## src/rtl/feature_accumulator_if.sv

```systemverilog
// Lane/handshake bundle between the product stage, the feature accumulator and the ReLU stage.
// slave = accumulator side, master = the stage driving products and consuming the aggregate.
interface feature_accumulator_if #(
    parameter int IN_W  = 16,
    parameter int ACC_W = 21,
    parameter int CNT_W = 8
);
    logic signed [IN_W-1:0]  in0, in1, in2, in3;
    logic                    valid_in;
    logic                    last_in;
    logic signed [ACC_W-1:0] out0, out1, out2, out3;
    logic                    ready_out;
    logic [CNT_W-1:0]        count_out;
    logic                    ovf_out;

    modport master (
        output in0, in1, in2, in3, valid_in, last_in,
        input  out0, out1, out2, out3, ready_out, count_out, ovf_out
    );

    modport slave (
        input  in0, in1, in2, in3, valid_in, last_in,
        output out0, out1, out2, out3, ready_out, count_out, ovf_out
    );
endinterface

```

## src/rtl/feature_accumulator.sv

```systemverilog
// Four-lane signed neighbour-sum accumulator feeding the ReLU stage; one-cycle ready_out per vector.
// Build option ACC_SAT_EN: lanes clamp on overflow instead of wrapping.
//
// state  | meaning
// S_IDLE | no open vector; next valid beat starts a fresh sum
// S_ACC  | vector open; acc_q/cnt_q/ovf_q hold the partial sum
module feature_accumulator #(
    parameter int IN_W  = 16,
    parameter int ACC_W = 21,
    parameter int CNT_W = 8
) (
    input  logic                 clk,
    input  logic                 rst,
    feature_accumulator_if.slave bus_if
);
    typedef enum logic {S_IDLE, S_ACC} state_t;

    localparam logic signed [ACC_W-1:0] ACC_MAX = {1'b0, {(ACC_W-1){1'b1}}};
    localparam logic signed [ACC_W-1:0] ACC_MIN = {1'b1, {(ACC_W-1){1'b0}}};
    localparam logic [CNT_W-1:0]        CNT_MAX = '1;

    state_t                  state_q;
    logic signed [ACC_W-1:0] acc_q [4];
    logic signed [ACC_W-1:0] out_q [4];
    logic [CNT_W-1:0]        cnt_q;
    logic [CNT_W-1:0]        count_q;
    logic                    ovf_q;
    logic                    ovf_out_q;
    logic                    ready_q;

    logic signed [IN_W-1:0]  in_w  [4];
    logic signed [ACC_W:0]   sum_w [4];
    logic signed [ACC_W-1:0] lane_d [4];
    logic [3:0]              lane_ovf;
    logic [CNT_W-1:0]        cnt_d;
    logic                    ovf_d;

    assign in_w[0] = bus_if.in0;
    assign in_w[1] = bus_if.in1;
    assign in_w[2] = bus_if.in2;
    assign in_w[3] = bus_if.in3;

    // One extra bit of headroom: overflow shows up as disagreement of the top two bits.
    always_comb begin
        cnt_d = '0;
        ovf_d = 1'b0;
        for (int k = 0; k < 4; k++) begin
            sum_w[k]    = '0;
            lane_d[k]   = '0;
            lane_ovf[k] = 1'b0;
            if (state_q == S_ACC) sum_w[k] = {acc_q[k][ACC_W-1], acc_q[k]};
            sum_w[k]    = sum_w[k] + (ACC_W+1)'(in_w[k]);
            lane_ovf[k] = sum_w[k][ACC_W] ^ sum_w[k][ACC_W-1];
`ifdef ACC_SAT_EN
            if (lane_ovf[k]) lane_d[k] = sum_w[k][ACC_W] ? ACC_MIN : ACC_MAX;
            else             lane_d[k] = sum_w[k][ACC_W-1:0];
`else
            lane_d[k]   = sum_w[k][ACC_W-1:0];
`endif
        end
        if (state_q == S_IDLE) begin
            cnt_d = CNT_W'(1);
            ovf_d = |lane_ovf;
        end else begin
            cnt_d = (cnt_q == CNT_MAX) ? cnt_q : cnt_q + CNT_W'(1);
            ovf_d = ovf_q | (|lane_ovf);
        end
    end

    always_ff @(posedge clk) begin
        if (rst) begin
            state_q   <= S_IDLE;
            cnt_q     <= '0;
            count_q   <= '0;
            ovf_q     <= 1'b0;
            ovf_out_q <= 1'b0;
            ready_q   <= 1'b0;
            for (int k = 0; k < 4; k++) begin
                acc_q[k] <= '0;
                out_q[k] <= '0;
            end
        end else begin
            ready_q <= 1'b0;
            if (bus_if.valid_in) begin
                if (bus_if.last_in) begin
                    for (int k = 0; k < 4; k++) begin
                        out_q[k] <= lane_d[k];
                        acc_q[k] <= '0;
                    end
                    count_q   <= cnt_d;
                    ovf_out_q <= ovf_d;
                    ready_q   <= 1'b1;
                    cnt_q     <= '0;
                    ovf_q     <= 1'b0;
                    state_q   <= S_IDLE;
                end else begin
                    for (int k = 0; k < 4; k++) acc_q[k] <= lane_d[k];
                    cnt_q   <= cnt_d;
                    ovf_q   <= ovf_d;
                    state_q <= S_ACC;
                end
            end
        end
    end

    assign bus_if.out0      = out_q[0];
    assign bus_if.out1      = out_q[1];
    assign bus_if.out2      = out_q[2];
    assign bus_if.out3      = out_q[3];
    assign bus_if.ready_out = ready_q;
    assign bus_if.count_out = count_q;
    assign bus_if.ovf_out   = ovf_out_q;
endmodule

```

## src/flat_wrapper.sv

```systemverilog
// flat-port wrapper written by rule: the top's interface ports become plain ports
module feature_accumulator_flat 
#(
    parameter int IN_W  = 16,
    parameter int ACC_W = 21,
    parameter int CNT_W = 8
)
  (clk, rst, bus_if_in0, bus_if_in1, bus_if_in2, bus_if_in3, bus_if_valid_in, bus_if_last_in, bus_if_out0, bus_if_out1, bus_if_out2, bus_if_out3, bus_if_ready_out, bus_if_count_out, bus_if_ovf_out);
  feature_accumulator_if #(.IN_W(IN_W), .ACC_W(ACC_W), .CNT_W(CNT_W)) bus_if_i ();
  input  logic clk;
  input  logic rst;
  input wire logic [$bits(bus_if_i.in0)-1:0] bus_if_in0;
  input wire logic [$bits(bus_if_i.in1)-1:0] bus_if_in1;
  input wire logic [$bits(bus_if_i.in2)-1:0] bus_if_in2;
  input wire logic [$bits(bus_if_i.in3)-1:0] bus_if_in3;
  input wire logic [$bits(bus_if_i.valid_in)-1:0] bus_if_valid_in;
  input wire logic [$bits(bus_if_i.last_in)-1:0] bus_if_last_in;
  output wire logic [$bits(bus_if_i.out0)-1:0] bus_if_out0;
  output wire logic [$bits(bus_if_i.out1)-1:0] bus_if_out1;
  output wire logic [$bits(bus_if_i.out2)-1:0] bus_if_out2;
  output wire logic [$bits(bus_if_i.out3)-1:0] bus_if_out3;
  output wire logic [$bits(bus_if_i.ready_out)-1:0] bus_if_ready_out;
  output wire logic [$bits(bus_if_i.count_out)-1:0] bus_if_count_out;
  output wire logic [$bits(bus_if_i.ovf_out)-1:0] bus_if_ovf_out;
  assign bus_if_i.in0 = bus_if_in0;
  assign bus_if_i.in1 = bus_if_in1;
  assign bus_if_i.in2 = bus_if_in2;
  assign bus_if_i.in3 = bus_if_in3;
  assign bus_if_i.valid_in = bus_if_valid_in;
  assign bus_if_i.last_in = bus_if_last_in;
  assign bus_if_out0 = bus_if_i.out0;
  assign bus_if_out1 = bus_if_i.out1;
  assign bus_if_out2 = bus_if_i.out2;
  assign bus_if_out3 = bus_if_i.out3;
  assign bus_if_ready_out = bus_if_i.ready_out;
  assign bus_if_count_out = bus_if_i.count_out;
  assign bus_if_ovf_out = bus_if_i.ovf_out;
  feature_accumulator #(.IN_W(IN_W), .ACC_W(ACC_W), .CNT_W(CNT_W)) u_core (.clk(clk), .rst(rst), .bus_if(bus_if_i));
endmodule
```

## config.mk

```make
export PLATFORM = sky130hd
export DESIGN_NAME = feature_accumulator_flat
export DESIGN_NICKNAME = d
export VERILOG_FILES = /design/src/rtl/feature_accumulator_if.sv /design/src/rtl/feature_accumulator.sv /design/src/flat_wrapper.sv
export SDC_FILE = /design/constraint.sdc
export NUM_CORES = 1
export LEC_CHECK = 0
export CAP_MARGIN = 0
export CORE_MARGIN = 2
export CORE_UTILIZATION = 50
export CTS_CLUSTER_SIZE = 10
export DETAILED_ROUTE_END_ITERATION = 7
export GPL_TIMING_DRIVEN = 1
export PLACE_DENSITY = 0.74
export SKIP_CTS_REPAIR_TIMING = 1
export SLEW_MARGIN = 10
export SYNTH_ARGS = -nofsm -noshare
export SYNTH_HDL_FRONTEND = slang
export SYNTH_SLANG_ARGS = --single-unit
```

## constraint.sdc

```tcl
create_clock -name clk -period 7.99 [get_ports clk]
set_input_delay 1.9975 -clock clk [delete_from_list [all_inputs] [get_ports clk]]
set_output_delay 1.9975 -clock clk [all_outputs]
set_load 0.01 [all_outputs]
```

==> reports/qor.csv, run 1 <==
stage,metric,value,unit
logic_synthesis,synthFlopType,edfxtp_1,
sta,worst_slew_pin_slew,1030,ps
finish,utilization,0.623,
grt,grt_first_pass_wirelength,39.8,mm
setup_path,startpoint_type,input port,
setup_path,cp_max_fo,52,
route,vias,8448,
finish,diodes,0,
logic_synthesis,yosysUniqueCellTypes,64,
setup_path,crit_chain,clkdlybuf4s50_1 > a21oi_1 > clkinv_2 > buf_4,
power,static-leakage-power,5.58,nW
sta,finalSetupViolations,0,
floorplanning,core_area,21800,µm²
finish,fillerInstances,1859,
finish,layout_common_cells,"nor2_1 (162), clkdlybuf4s50_1 (161), edfxtp_1 (147)",
sta,hold_viol,0,
finish,nets,1395,
grt,grt_antenna_before_repair,0,
run_status,run_status,completed,
finish,layout-drive-gt1-share,0.0472,
grt,grt_usage,0.209,
floorplanning,fp-row-count,54,
sta,post-route-min-period,5060,ps
placed_design,hpwl,17.2,mm
clocking,clkSinkCount,188,
job,drv_cap,0,
logic_synthesis,syn_nets,1246,
hold_path,min-delay-start,u_core.acc_q[2][19]$_SDFFE_PP0P_,
clocking,htreeDepth,4,
setup_path,r2r_cells,12,
floorplanning,initial_core_util,0.508,
logic_synthesis,synth_seq_area_share,0.474,
placed_design,dp_cells,1499,
clocking,cts_buffers,17,
finish,syn_to_final_growth,22.6,%
sta,finalClockSkew,13.7,ps
clocking,tritoncts,built,
sta,slew_headroom,0.312,
placed_design,place_area,12900,µm²
sta,max_freq,197,MHz
grt,first_global_vias,8228,
hold_path,min_path_type,reg2reg,
floorplanning,die_width,153,µm
finish,layoutNonFillerInstCount,1531,
setup_path,slowest_delay,920,ps
floorplanning,die_h,153,µm
setup_path,critPathKind,in2reg,
grt,grt_max_degree,70,
sta,fin_crit_sh,0.634,
setup_path,reg2reg_to,u_core.out_q[3][19]$_SDFFCE_PN0P_,
power,vdd_ir_drop_max,0.148,mV
finish,final_common_cell,nor2_1,
hold_path,hold_path_end,u_core.acc_q[2][19]$_SDFFE_PP0P_,
setup_path,endpoint_kind,register,
logic_synthesis,synth-async-reset-ratio,0,
sta,tns,0,ps
clocking,clk_pin_slew,70,ps
route,vias_per_cell,5.52,
sta,rsz0062_at_grt,false,
floorplanning,dieArea,23300,µm²
floorplanning,ios,162,
route,drt_iter0_drc,414,
finish,fin_area,13500,µm²
route,drt-pass1-iter-count,5,
setup_path,rrSetupSlack,4040,ps
setup_path,worstPathRequired,8090,ps
logic_synthesis,synth_edf_count,147,
clocking,clock_latency,440,ps
placed_design,finalWeightedCongestion,0.882,
setup_path,cp_slowest_cell,a21oi_1,
logic_synthesis,synth_cells,1089,
setup_path,cp.arrival,5160,ps
logic_synthesis,ys_warn_count,0,
route,drc,0,
logic_synthesis,syn_area_per_cell,10.1,µm²
route,postRouteWirelength,24.7,mm
sta,drv_slew,0,
placed_design,io_buffers,161,
hold_path,holdPathStages,2,
logic_synthesis,synth-seq-cells,188,
setup_path,r2r-start,u_core.state_q$_SDFFE_PP0P_,
power,p_per_area,177,nW/µm²
clocking,cts_buffer_depth,2,
route,wl_per_cell,16.1,µm
logic_synthesis,syn-cell-area,11000,µm²
clocking,root_buffer,clkbuf_16,
route,drtAntennaViolNets,0,
grt,grt_overflow_total,0,
[critical path, delay by kind of cell]
kind	cells	cell delay, ps
compound gates	1	920
buf+inv	3	2200
[layout make-up]
type                            count  area (µm²)  area share
Clock buffer                       19         453      0.0334
Inverter                           21        80.1     0.00591
Sequential cell                   188        5240       0.386
Multi-Input combinational cell    844        5600       0.414
Clock inverter                     13         176      0.0130
Tap cell                          280         350      0.0259
Timing Repair Buffer              166        1650       0.122
[per-layer routing]
| layer | vias to the layer above | GRT usage | part of all wire |
|---|---|---|---|
| li1 | 4199 | - | - |
| met1 | 4021 | 0.274 | 0.46 |
| met2 | 204 | 0.357 | 0.48 |
| met3 | 24 | 0.0381 | 0.045 |
| met4 | 0 | 0.0600 | 0.013 |
| met5 | - | 0 | 0 |
[power breakdown]
group	switching [W]	total (W)	internal, W
registers	0.0000177	0.00113	0.00111
clock network	0.000389	0.000907	0.000518
logic	0.000194	0.000357	0.000163
total	0.000601	0.00239	0.00179
[metrics by stage]
step / hold WS (ps) / total power (W) / worst slack [ps]
6_report: 451 / 0.00239 / 2930
5_1_grt: 477 / 0.00248 / 2610
3_3_place_gp: 429 / 0.00150 / 2540
4_1_cts: 452 / 0.00241 / 2890
3_5_place_dp: 436 / 0.00151 / 2390
2_1_floorplan: 417 / 0.00136 / 3310
[cells by family after synthesis]
logic type,synth area share
buffers and inverters,0.0194
and+or+nand+nor,0.185
muxes,0.000906
adders and majority gates,0.103
xor gates and xnor gates,0.0634
DFF,0.474
AOI/OAI and AO/OA,0.154
[worst max-delay path by stage]
| stage | start | to | slack [ps] |
|---|---|---|---|
| final | bus_if_valid_in | u_core.out_q[1][18]$_SDFFCE_PN0P_ | 2930 |
| after global routing | bus_if_valid_in | u_core.out_q[1][1]$_SDFFCE_PN0P_ | 2610 |
| after CTS | bus_if_valid_in | u_core.out_q[1][1]$_SDFFCE_PN0P_ | 2890 |
| after detailed placement | bus_if_valid_in | u_core.out_q[1][13]$_SDFFCE_PN0P_ | 2390 |
| after global placement | bus_if_valid_in | u_core.out_q[1][12]$_SDFFCE_PN0P_ | 2540 |
| after floorplan | bus_if_valid_in | u_core.out_q[0][0]$_SDFFCE_PN0P_ | 3310 |
[Yosys cell counts (all sizes together) (25+ instances only)]
cell type,instances,area [µm²]
nor2,162,608
edfxtp,147,4410
and2,112,701
ha,85,1060
a21oi,81,409
o21ai,60,304
nand2,52,195
xor2,45,394
dfxtp,41,821
clkbuf,35,131
xnor2,35,307
a21o,33,248
nor2b,25,156
[registers in the layout, indices dropped and copies added (netlist names)]
| register | count |
|---|---|
| u_core.acc_q | 84 |
| u_core.bus_if.count_out | 8 |
| u_core.bus_if.ovf_out | 1 |
| u_core.bus_if.ready_out | 1 |
| u_core.cnt_q | 8 |
| u_core.out_q | 84 |
| u_core.ovf_q | 1 |
| u_core.state_q | 1 |
No activity file was read; power rests on OpenSTA's default activity.
==> inputs of run 2 (changes only) <==
--- a/config.mk
+++ b/config.mk
@@ -11,7 +11,7 @@
 export CTS_CLUSTER_SIZE = 10
 export DETAILED_ROUTE_END_ITERATION = 7
 export GPL_TIMING_DRIVEN = 1
-export PLACE_DENSITY = 0.74
+export PLACE_DENSITY = 0.77
 export SKIP_CTS_REPAIR_TIMING = 1
 export SLEW_MARGIN = 10
 export SYNTH_ARGS = -nofsm -noshare
==> constraint.sdc (replaced) <==
create_clock -name clk -period 4.45 [get_ports clk]
set_input_delay 1.1125 -clock clk [delete_from_list [all_inputs] [get_ports clk]]
set_output_delay 1.1125 -clock clk [all_outputs]
set_load 0.01 [all_outputs]
==> reports/qor.csv, run 2 (synthesized netlist as in run 1, its figures left out) <==
stage,metric,value,unit,change
grt,first_global_vias,8490,,was 8228
grt,grt_first_pass_wirelength,42.1,mm,was 39.8 mm
grt,grt_overflow_total,0,,unchanged
sta,rsz0062_at_grt,false,,unchanged
setup_path,critPathKind,in2reg,,unchanged
setup_path,startpoint_type,input port,,unchanged
power,static-leakage-power,5.66,nW,was 5.58 nW
route,drt_iter0_drc,387,,was 414
power,power_frac_comb,0.147,,was 0.149
sta,fin_crit_sh,0.881,,
sta,worst_slew_pin_slew,930,ps,was 1030 ps
sta,finalSetupViolations,0,,unchanged
sta,finalClockSkew,10.8,ps,was 13.7 ps
setup_path,worstPathRequired,4610,ps,was 8090 ps
floorplanning,ios,162,,unchanged
floorplanning,core_area,21800,µm²,unchanged
finish,layoutNonFillerInstCount,1542,,was 1531
sta,post-route-min-period,3920,ps,
finish,layout_common_cells,"nor2_1 (162), clkdlybuf4s50_1 (161), edfxtp_1 (147)",,unchanged
sta,max_freq,255,MHz,
floorplanning,fp-row-count,54,,unchanged
clocking,tritoncts,built,,unchanged
floorplanning,die_width,153,µm,unchanged
finish,layout-drive-gt1-share,0.0539,,was 0.0472
clocking,clk_pin_slew,70,ps,about the same
grt,grt_max_degree,70,,unchanged
hold_path,min_path_type,reg2reg,,unchanged
clocking,clock_latency,440,ps,about the same
power,p_per_area,325,nW/µm²,was 177 nW/µm²
clocking,root_buffer,clkbuf_16,,unchanged
floorplanning,dieArea,23300,µm²,unchanged
route,vias,8589,,was 8448
clocking,clkSinkCount,188,,unchanged
route,dr_wl_met3,1.13,mm,was 1.11 mm
route,drt-pass1-iter-count,4,,was 5
sta,slew_headroom,0.380,,was 0.312
finish,diodes,0,,unchanged
route,top_layer,met4,,unchanged
route,vias_per_cell,5.57,,was 5.52
route,wl_per_cell,16.7,µm,was 16.1 µm
grt,grt_usage,0.222,,was 0.209
sta,tns,0,ps,unchanged
power,clockPowerShare,0.397,,was 0.379
route,drc,0,,unchanged
finish,final_common_cell,nor2_1,,unchanged
route,wl_met2,12.1,mm,was 11.9 mm
clocking,cts_buffers,17,,unchanged
sta,drv_slew,0,,unchanged
placed_design,place_area,13000,µm²,was 12900 µm²
route,drtAntennaViolNets,0,,unchanged
floorplanning,die_h,153,µm,unchanged
setup_path,cp.arrival,4080,ps,was 5160 ps
finish,nets,1406,,was 1395
placed_design,hpwl,17.8,mm,was 17.2 mm
sta,hold_viol,0,,unchanged
power,p_int,0.00337,W,was 0.00179 W
sta,hold_ws,448,ps,was 451 ps
setup_path,cp_max_fo,4,,was 52
route,postRouteWirelength,25.7,mm,was 24.7 mm
power,seq_power_share,0.456,,was 0.472
finish,fin_area,13700,µm²,was 13500 µm²
placed_design,finalWeightedCongestion,0.906,,was 0.882
clocking,htreeDepth,4,,unchanged
power,p_switching,0.00107,W,was 0.000601 W
power,vdd_ir_drop_max,0.212,mV,was 0.148 mV
run_status,run_status,completed,,unchanged
route,wl_met1,12.0,mm,was 11.4 mm
setup_path,endpoint_kind,register,,unchanged
power,switching_share,0.241,,was 0.251
job,drv_cap,0,,unchanged
floorplanning,initial_core_util,0.508,,unchanged
grt,grt_antenna_before_repair,0,,unchanged
placed_design,io_buffers,161,,unchanged
finish,largestRegisters,"u_core.acc_q x84, u_core.out_q x84",,unchanged
finish,syn_to_final_growth,23.8,%,was 22.6%
clocking,cts_buffer_depth,2,,unchanged
placed_design,dp_cells,1510,,was 1499
## run 2: metrics by stage
| step | util | power (W) | worst slack (ps) |
|---|---|---|---|
| floorplan | - | 0.00244 | 657 |
| global placement | 0.598 | 0.00271 | 255 |
| detailed placement | 0.598 | 0.00272 | 184 |
| CTS | 0.629 | 0.00447 | 590 |
| global route | 0.629 | 0.00460 | 324 |
| finish | 0.629 | 0.00445 | 529 |
## run 2: path summary, 6_finish.rpt
check,from,end,slack (ps),cells past startpoint
max reg2reg,u_core.state_q$_SDFFE_PP0P_,u_core.out_q[3][18]$_SDFFCE_PN0P_,740,13
max,bus_if_in3[0],u_core.out_q[3][18]$_SDFFCE_PN0P_,530,12
min,u_core.acc_q[2][15]$_SDFFE_PP0P_,u_core.acc_q[2][15]$_SDFFE_PP0P_,450,2
min reg2reg,u_core.acc_q[2][15]$_SDFFE_PP0P_,u_core.acc_q[2][15]$_SDFFE_PP0P_,450,2
## run 2: worst max-delay path, cell delays in order
cell,delay [ps]
clkdlybuf4s50_1,440
ha_1,260
fa_1,460
a211oi_1,220
o21bai_1,100
a21oi_1,360
o2111ai_1,180
a21boi_0,430
o21bai_1,120
a21oi_1,190
xnor2_1,160
nor2_1,60
## run 2: final cells by class
| cell class | instances | area [µm²] |
|---|---|---|
| Clock inverter | 12 | 231 |
| Sequential cell | 188 | 5240 |
| Tap cell | 280 | 350 |
| Fill cell | 1793 | 8080 |
| Inverter | 21 | 80.1 |
| Clock buffer | 20 | 447 |
| Multi-Input combinational cell | 844 | 5600 |
| Timing Repair Buffer | 177 | 1730 |
## run 2: power groups by stage
| stage | clock (W) | combinational [W] | sequential [W] |
|---|---|---|---|
| final | 0.00176 | 0.000654 | 0.00203 |
| after global routing | 0.00184 | 0.000718 | 0.00204 |
| after CTS | 0.00178 | 0.000657 | 0.00203 |
| after detailed placement | 0 | 0.000650 | 0.00207 |
| after global placement | 0 | 0.000641 | 0.00206 |
| after floorplan | 0 | 0.000355 | 0.00209 |
## run 2: metal layers
metal / track usage / vias up
met1: 0.300 / 4105
li1: - / 4230
met3: 0.0373 / 36
met5: 0 / -
met2: 0.365 / 218
met4: 0.0705 / 0
